==> src/rtl/game_state_sequencer.sv <==
// Game-flow sequencer: auth -> game -> win/lose, with tick-timed message states.
// Drives an 8-bit state code to the LED driver plus a change strobe and strike count.
module game_state_sequencer #(
    parameter int AUTH_MSG_TICKS = 2000,
    parameter int END_SEQ_TICKS  = 3000,
    parameter int MAX_STRIKES    = 3
) (
    input  logic       clk,
    input  logic       reset,
    input  logic       tick,
    input  logic       auth_valid,
    input  logic       auth_ok,
    input  logic       defuse_done,
    input  logic       timer_expired,
    input  logic       strike,
    input  logic       restart,
    output logic [7:0] state,
    output logic       state_changed,
    output logic [1:0] strikes
);

    localparam logic [7:0] S_AUTH       = 8'h00;
    localparam logic [7:0] S_AUTH_OK    = 8'h01;
    localparam logic [7:0] S_AUTH_FAIL  = 8'h02;
    localparam logic [7:0] S_GAME       = 8'h10;
    localparam logic [7:0] S_WIN_BEGIN  = 8'h20;
    localparam logic [7:0] S_WIN_END    = 8'h21;
    localparam logic [7:0] S_LOSE_BEGIN = 8'h30;
    localparam logic [7:0] S_LOSE_END   = 8'h31;

    localparam logic [15:0] AUTH_LAST = 16'(AUTH_MSG_TICKS - 1);
    localparam logic [15:0] END_LAST  = 16'(END_SEQ_TICKS - 1);
    localparam logic [1:0]  LOSE_AT   = 2'(MAX_STRIKES - 1);
    localparam logic [1:0]  STR_MAX   = 2'(MAX_STRIKES);

    logic [7:0]  next;
    logic [15:0] dwell;
    logic        timed;

    always_comb begin
        next  = state;
        timed = 1'b0;
        case (state)
            S_AUTH: if (auth_valid) next = auth_ok ? S_AUTH_OK : S_AUTH_FAIL;
            S_AUTH_OK: begin
                timed = 1'b1;
                if (tick && dwell == AUTH_LAST) next = S_GAME;
            end
            S_AUTH_FAIL: begin
                timed = 1'b1;
                if (tick && dwell == AUTH_LAST) next = S_AUTH;
            end
            // Loss outranks a same-cycle defuse.
            S_GAME: begin
                if (timer_expired || (strike && strikes == LOSE_AT)) next = S_LOSE_BEGIN;
                else if (defuse_done)                                next = S_WIN_BEGIN;
            end
            S_WIN_BEGIN: begin
                timed = 1'b1;
                if (tick && dwell == END_LAST) next = S_WIN_END;
            end
            S_LOSE_BEGIN: begin
                timed = 1'b1;
                if (tick && dwell == END_LAST) next = S_LOSE_END;
            end
            S_WIN_END, S_LOSE_END: if (restart) next = S_AUTH;
            default: next = S_AUTH;
        endcase
    end

    always_ff @(posedge clk) begin
        if (!reset) begin
            state         <= S_AUTH;
            state_changed <= 1'b0;
            strikes       <= 2'd0;
            dwell         <= 16'd0;
        end else begin
            state         <= next;
            state_changed <= (next != state);
            // A tick coinciding with a transition is dropped, not carried over.
            if (next != state)      dwell <= 16'd0;
            else if (timed && tick) dwell <= dwell + 16'd1;
            if (next == S_GAME && state != S_GAME)
                strikes <= 2'd0;
            else if (state == S_GAME && strike && strikes != STR_MAX)
                strikes <= strikes + 2'd1;
        end
    end

endmodule

==> config.mk <==
export PLATFORM = sky130hd
export DESIGN_NAME = game_state_sequencer
export DESIGN_NICKNAME = d
export VERILOG_FILES = /design/src/rtl/game_state_sequencer.sv
export SDC_FILE = /design/constraint.sdc
export NUM_CORES = 1
export LEC_CHECK = 0
export ABC_AREA = 1
export CORE_MARGIN = 1.5
export CORE_UTILIZATION = 59
export CTS_BUF_LIST = sky130_fd_sc_hd__clkbuf_4 sky130_fd_sc_hd__clkbuf_8
export DETAILED_ROUTE_END_ITERATION = 10
export HOLD_SLACK_MARGIN = 0.05
export PLACE_DENSITY = 0.81
export SYNTH_ARGS = -nofsm -noshare
export SYNTH_HDL_FRONTEND = slang
export SYNTH_SLANG_ARGS = --single-unit
==> constraint.sdc <==
create_clock -name clk -period 2.2 [get_ports clk]
set_input_delay 0.44 -clock clk [delete_from_list [all_inputs] [get_ports clk]]
set_output_delay 0.44 -clock clk [all_outputs]
set_load 0.005 [all_outputs]
-- Word level (Yosys, flattened, before mapping)
Cells that the tools add are included.
- bits in latches: 0
- memory bits (writable): 0
- memory bits (read-only): 0
- memories: 0
- flip-flop bits (word level): 27
- word-level logic and storage cells: 45
- magnitude comparators: 0
- bitwise operators: 1
- eq/ne operators: 14
- $mul: 0
- divide/modulo/power cells: 0
- mux-type cells: 11
- reduce and logical (&&, ||, !) cells: 13
- shift operators: 0
- add/sub/neg operators: 2
- operator list (operator ; count):
    $mux 8 ; 8
    $pmux 8 s7 ; 1
    $eq 8x6->1 const B ; 4
    $add 16x1->16 const B ; 1
    $eq 16x11->1 const B ; 1
    $eq 16x12->1 const B ; 1
    $eq 8x5->1 const B ; 2
    $eq 8x1->1 const B ; 1
    $eq 8x2->1 const B ; 1
    $logic_not 8->1 ; 1
    $ne 8x5->1 const B ; 1
    $ne 8x8->1 ; 1
    $logic_and 1x1->1 ; 7
    $reduce_or 2->1 ; 3
    $reduce_or 4->1 ; 1
    $add 2x1->2 const B ; 1
    $eq 2x2->1 const B ; 1
    $mux 2 ; 1
    $ne 2x2->1 const B ; 1
    $logic_or 1x1->1 ; 1
    $mux 1 ; 1
    $not 1->1 ; 1

-- Depth between registers and ports, before layout
Gate-level depths: netlist of run 1.
- depth after elaboration: 8
- gate-level depth with buffers: 12

-- Worst setup path before layout of run 1
OpenSTA, ideal clock, no wires.
- path type: register -> register
- start: register dwell[0]
- end: register dwell[10]
- setup time: 0.112 ns
- period minus slack after synthesis: 1.574 ns
- arrival time: 1.462 ns
- cell stages (with the launch flop): 12
- setup slack: 0.626 ns
- path through: dfxtp_1 > ha_1 > nand2_2 > inv_2 > nand2_2 > nor2_4 > nand2_2 > nand2_4 > nand4_4 > nand2_4 > buf_12 > nor2_4
- cells in the longest elaborated chain, start to end: 6
- elaborated cells between the ends (all ways): 12
- classes of those cells: add/sub (1); eq/ne (3); mux (5); reduce/logical (3)
- ends and longest elaborated chain (element ; line ; RTL):
    start, declared ; 37 ; logic [15:0] dwell;
    start signal, assigned ; 82 ; else if (timed && tick) dwell <= dwell + 16'd1;
    $eq 16x12->1 / $eq 16x11->1 (equally long branches) ; -- ;
    $logic_and 1x1->1, on equally long branches ; -- ;
    $mux 8, on equally long branches ; -- ;
    $pmux 8 s7 ; 43 ; case (state)
    $ne 8x8->1 ; 81 ; if (next != state) dwell <= 16'd0;
    $reduce_or 2->1 (no line) ; -- ;
Several ways; a longest one is shown, not always the timed one.
A chain may end at the register's enable or synchronous reset.

-- Worst setup path after layout of run 1
- start: register dwell[0]
- end: register dwell[13]
Same word-level chain as after synthesis.

==> impl_metrics.json, run 1 <==
{
  "nets": 329,
  "io_buffers": 19,
  "max_cap_viol_count": 0,
  "cts_made_buffers": 3,
  "yosys_warnings": 0,
  "ys_async_sr_fraction_pct": 0,
  "rr_endpoint": "dwell[13]",
  "num_vias": 1710,
  "ys.flop_type": "dfxtp_1",
  "fmax_mhz": 542,
  "hold_viol": 0,
  "required_ns": 2.43,
  "cts_tree": "done",
  "yosys-top-cells-count": "nand2_1, nor2_1, inv_1",
  "avgSynthCellArea_sq_um": 6.51,
  "finalCritPeriodShare_pct": 83.9,
  "peakVddDrop_mv": 0.507,
  "firstDrtPassIters": 6,
  "cts_max_level": 1,
  "setup_violations": 0,
  "synth_edf_count": 0,
  "grt_pass1_vias": 1494,
  "die_area_sq_mm": 0.00359,
  "cts_root_buf": "clkbuf_4",
  "ys_seq_elements": 27,
  "drc_errors": 0,
  "hpwl_um": 2780,
  "hold_depth": 2,
  "wire_per_inst_um": 10.2,
  "post-synth-top-area-cell": "dfxtp_1",
  "cp-end-kind": "register",
  "fin_setup_tns_ns": 0,
  "antenna_found_initial": 0,
  "die_w_um": 59.9,
  "synth_top_area_share_pct": 28.3,
  "drive_gt1_share_pct": 15.2,
  "start_kind": "register",
  "avgViaCountPerCell": 4.75,
  "netlist_area_sq_mm": 0.00191,
  "endpoint": "dwell[13]",
  "fin_crit_ns": 1.85,
  "synth_cells": 294,
  "status": "complete, no violations",
  "drt_iter0_drc": 95,
  "overflow": 0,
  "ys_seq_area_share_pct": 28.3,
  "synth.area.top_cells": "dfxtp_1, nand2_1, nor2_1",
  "grt_setup_unrepaired": "no",
  "ant_nets": 0,
  "grt_pass1_wl_um": 6430,
  "area_growth_pct": 12.8,
  "r2r_slack_ns": 0.35,
  "clock_latency_ns": 0.33,
  "p_per_area_mw_per_mm2": 366,
  "hold_class": "reg -> reg",
  "grtUsageTotal_pct": 22.9,
  "grt_max_degree": 18,
  "cts_setup_buffers": 0,
  "drt_wl_total_um": 3680,
  "rows": 20,
  "gp_congestion": 0.876,
  "cp-startpoint": "dwell[0]",
  "leakage_nw": 0.895,
  "clk_path_buf_depth": 2,
  "cts_hold_buf": 0,
  "crit_type": "reg -> reg",
  "critical_path.max_fanout": 16,
  "post_cts_resized": 0,
  "worstPathArrival_ns": 2.08,
  "clkSinkCount": 27,
  "power_mw": 0.790,
  "yosysMostFrequentCell": "nand2_1",
  "die_y_um": 59.9,
  "worstRegToRegCells": 10,
  "initial_core_util_pct": 62.2,
  "coreArea_sq_mm": 0.00308,
  "antenna_cells": 0,
  "r2r_start": "dwell[0]",
  "nFillCells": 290,
  "ios": 20,
  "yosysUniqueCellTypes": 29,
  "maxSlewViolCount": 0,
  "clkTransAtPathRegs_ns": 0.16,
  "skew_ns": 0.00177
}
==> logic make-up (layout without fill, tap and decap cells) <==
logic type               after synthesis  in the layout  share of synthesized area, %
flip-flops                            27             27                          28.3
AO/OA/AOI/OAI                         11             11                          3.20
other                                  1              4                         0.196
buffers and inverters                 50             69                          11.4
XOR/XNOR                               8              8                          3.66
AND/OR/NAND/NOR                      194            194                          51.3
adder cells (fa/ha/maj)                3              3                          1.96
==> critical path: stages (launching register included) <==
cell and delay, ns:
dfxtp_1 0.45, ha_1 0.34, nand2_2 0.07, inv_2 0.07, nand2_1 0.05, nor2_1 0.09, nand2_1 0.09, nand2_2 0.08
nand4_4 0.11, nand2_4 0.31, nor2_1 0.09
==> per-stage QoR <==
| stage | area (sq um) | worst slack (ns) | utilization, % | hold slack [ns] | cells |
|---|---|---|---|---|---|
| 2_1_floorplan | 1920 | 0.626 | - | 0.489 | 297 |
| 3_3_place_gp | 2130 | 0.168 | 69.1 | 0.495 | 356 |
| 3_5_place_dp | 2130 | 0.124 | 69.1 | 0.506 | 356 |
| 4_1_cts | 2160 | 0.336 | 70.1 | 0.527 | 360 |
| 5_1_grt | 2160 | 0.172 | 70.1 | 0.544 | 360 |
| 6_report | 2160 | 0.353 | 70.1 | 0.534 | 360 |
==> worst min path at each step <==
| stage | slack (ns) | to | from |
|---|---|---|---|
| 2_1_floorplan | 0.49 | state[0] | state[0] |
| 3_3_place_gp | 0.50 | strikes[1] | strikes[1] |
| 3_5_place_dp | 0.51 | strikes[1] | strikes[1] |
| 4_1_cts | 0.53 | state[0] | state[0] |
| 5_1_grt | 0.54 | strikes[1] | strikes[1] |
| 6_report | 0.53 | strikes[1] | strikes[1] |
==> final cells by class <==
cell class              instances  area, sq um  share of cell area, %
flip-flops and latches         27          541                   25.0
clock inverters                 1         8.76                  0.406
clock buffers                   3         22.5                   1.04
well taps                      44         55.1                   2.55
repair buffers                 20          198                   9.16
multi-input cells             220         1160                   54.0
inverters                      45          169                   7.83
==> cells in the final DEF (no fill, tap or decap), drive strengths merged, types with 6 or more instances in the layout <==
master / instances
a21oi: 8
clkdlybuf4s50: 19
dfxtp: 27
inv: 44
nand2: 97
nand3: 20
nand4: 6
nor2: 64
==> state kept, by name (all words and copies together), names as in the netlist <==
register       flops
dwell             16
state              8
state_changed      1
strikes            2
==> power breakdown <==
| part | total (mW) | switching (mW) | internal [mW] |
|---|---|---|---|
| clock network | 0.235 | 0.161 | 0.0743 |
| registers | 0.497 | 0.00271 | 0.495 |
| logic | 0.0578 | 0.0289 | 0.0289 |
==> metal layers <==
metal | track usage (%) | vias up | wire [um]
li1 | - | 938 | -
met5 | 0 | - | 0
met1 | 32.7 | 729 | 1880
met4 | 2.86 | 0 | 17
met2 | 36.8 | 41 | 1570
met3 | 3.90 | 2 | 204
No activity file was read; power rests on OpenSTA's default activity.
==> run 2, diff against run 1 <==
--- a/config.mk
+++ b/config.mk
@@ -7,11 +7,11 @@
 export LEC_CHECK = 0
 export ABC_AREA = 1
 export CORE_MARGIN = 1.5
-export CORE_UTILIZATION = 59
+export CORE_UTILIZATION = 53
 export CTS_BUF_LIST = sky130_fd_sc_hd__clkbuf_4 sky130_fd_sc_hd__clkbuf_8
 export DETAILED_ROUTE_END_ITERATION = 10
 export HOLD_SLACK_MARGIN = 0.05
-export PLACE_DENSITY = 0.81
+export PLACE_DENSITY = 0.76
 export SYNTH_ARGS = -nofsm -noshare
 export SYNTH_HDL_FRONTEND = slang
 export SYNTH_SLANG_ARGS = --single-unit
==> constraint.sdc (replaced) <==
create_clock -name clk -period 1.6 [get_ports clk]
set_input_delay 0.32 -clock clk [delete_from_list [all_inputs] [get_ports clk]]
set_output_delay 0.32 -clock clk [all_outputs]
set_load 0.005 [all_outputs]
==> run 2 against run 1 <==
  * Core utilization rose by 1.6 points
  * Count of clock-buffer cells in the layout did not move
  * First-iteration DRC count up 28%
  * Clock skew is essentially flat
  * Largest power group unchanged
  * Global-route usage fell by 1.6 points
  * Critical path depth up 1
==> impl_metrics.json, run 2 (synthesis results as in run 1) <==
{
  "status": "complete, no violations",
  "ant_nets": 0,
  "layout_common_cells": "nand2_1, nor2_1, inv_1",
  "p_per_area_mw_per_mm2": 447,
  "grt_pass1_wl_um": 6910,
  "area_growth_pct": 27.1,
  "cts_tree": "done",
  "reg_top3": "dwell (16), state (8), strikes (2)",
  "dp_slack_ns": -0.217,
  "antenna_found_initial": 0,
  "antenna_cells": 0,
  "r2r_slack_ns": 0.05,
  "grt_max_degree": 18,
  "cts_max_level": 1,
  "io_buffers": 19,
  "required_ns": 1.85,
  "worstRegToRegCells": 11,
  "grt_setup_unrepaired": "yes",
  "regMostFlops": "dwell",
  "drive_gt1_share_pct": 27.2,
  "clkTransAtPathRegs_ns": 0.15,
  "fmax_mhz": 645,
  "num_vias": 1822,
  "largest_reg_flops": 16,
  "design_area_sq_mm": 0.00243,
  "start_kind": "register",
  "peakVddDrop_mv": 0.546,
  "cts_root_buf": "clkbuf_4",
  "fin_ws_ns": 0.0506,
  "overflow": 0,
  "skew_ns": 0.00183,
  "rows": 21,
  "use_met3_pct": 4.64,
  "cp-end-kind": "register",
  "max_cap_viol_count": 0,
  "coreArea_sq_mm": 0.00339,
  "nets": 348,
  "cts_hold_buf": 0,
  "layout_commonest_cell": "nand2_1",
  "hpwl_um": 3070,
  "grt-busiest-layer": "met2",
  "maxSlewViolCount": 0,
  "crit_type": "reg -> reg",
  "place_area_sq_mm": 0.00226,
  "fin_crit_ns": 1.55,
  "drt_iter0_drc": 122,
  "drc_errors": 0,
  "setup_violations": 0,
  "wire_per_inst_um": 10.7,
  "hold_depth": 2,
  "die_y_um": 63.1,
  "finalCritPeriodShare_pct": 96.8,
  "die_w_um": 63.1,
  "worstPathArrival_ns": 1.80,
  "drt_wl_total_um": 4070,
  "hold_class": "reg -> reg",
  "critical_path.max_fanout": 5,
  "grtUsageTotal_pct": 21.3,
  "clock_latency_ns": 0.33,
  "gp_congestion": 0.905,
  "ios": 20,
  "initial_core_util_pct": 56.4,
  "die_area_sq_mm": 0.00398,
  "clkSinkCount": 27,
  "hold_viol": 0,
  "grt_pass1_vias": 1643,
  "cts_made_buffers": 3,
  "clk_path_buf_depth": 2,
  "leakage_nw": 1.05,
  "firstDrtPassIters": 4,
  "met2_usage_pct": 35.4,
  "avgViaCountPerCell": 4.78,
  "grt.met1_usage_pct": 28.3
}
-- run 2: cell types whose count changed in the layout (fill, tap and decap cells not counted), moves of 2 or more --
cell	change
buf_12	+3
dfxtp_2	+12
nand2_1	-5
buf_4	+15
dfxtp_1	-13
clkdlybuf4s50_1	-2
nor2_1	-4
nand2_2	+4
nor2_2	+3
-- run 2: area by class of cell --
cell class | count | area (sq um)
multi-input combinational | 220 | 1220
fill | 288 | 957
sequential | 27 | 559
timing repair buffer | 39 | 397
inverter | 45 | 169
tap | 46 | 57.6
clock buffer | 3 | 22.5
clock inverter | 1 | 8.76
-- run 2: repair_timing --
item	4_1_cts	5_1_grt
pin swaps	0	7
endpoints found under the hold margin	0	0
setup endpoints to repair	12	20
cloned	0	1
gates resized for setup	4	27
buffers inserted	0	5
-- run 2: power by group --
part	switching (mW)	internal [mW]	leakage, nW
combinational	0.0431	0.0457	0.809
clock	0.215	0.102	0.0183
sequential	0.00392	0.678	0.226
total	0.262	0.826	1.05
-- run 2: critical path: stages, from the launching register on --
cell	delay, ns
dfxtp_4	0.40
ha_4	0.15
nand2_2	0.05
inv_2	0.08
nand2_2	0.06
nor2_2	0.12
nand2_2	0.07
nand2_2	0.09
nand4_4	0.11
nand2_4	0.13
clkbuf_16	0.18
nor2_4	0.03
-- run 2: path summary, 6_finish.rpt --
kind | from | end
worst max-delay path | dwell[1] | dwell[3]
worst min-delay path | state[0] | state[0]
worst max register to register | dwell[1] | dwell[3]
worst min register to register | state[0] | state[0]
-- run 2: per-layer routing --
layer,part of all wire [%],wire length [um]
met1,49,2010
met3,4.5,182
met4,0.89,36
met2,45,1840
met5,0,0
-- run 2: metrics by stage --
stage               util, %  cells  power, mW  hold WS [ns]  setup TNS (ns)
global placement       66.8    371      0.781         0.495           -2.74
global route           71.8    381       1.13         0.517          -0.175
CTS                    67.8    375       1.10         0.518               0
finish                 71.8    381       1.09         0.496               0
detailed placement     66.8    371      0.781         0.496           -3.13
floorplan                 -    297      0.735         0.418               0
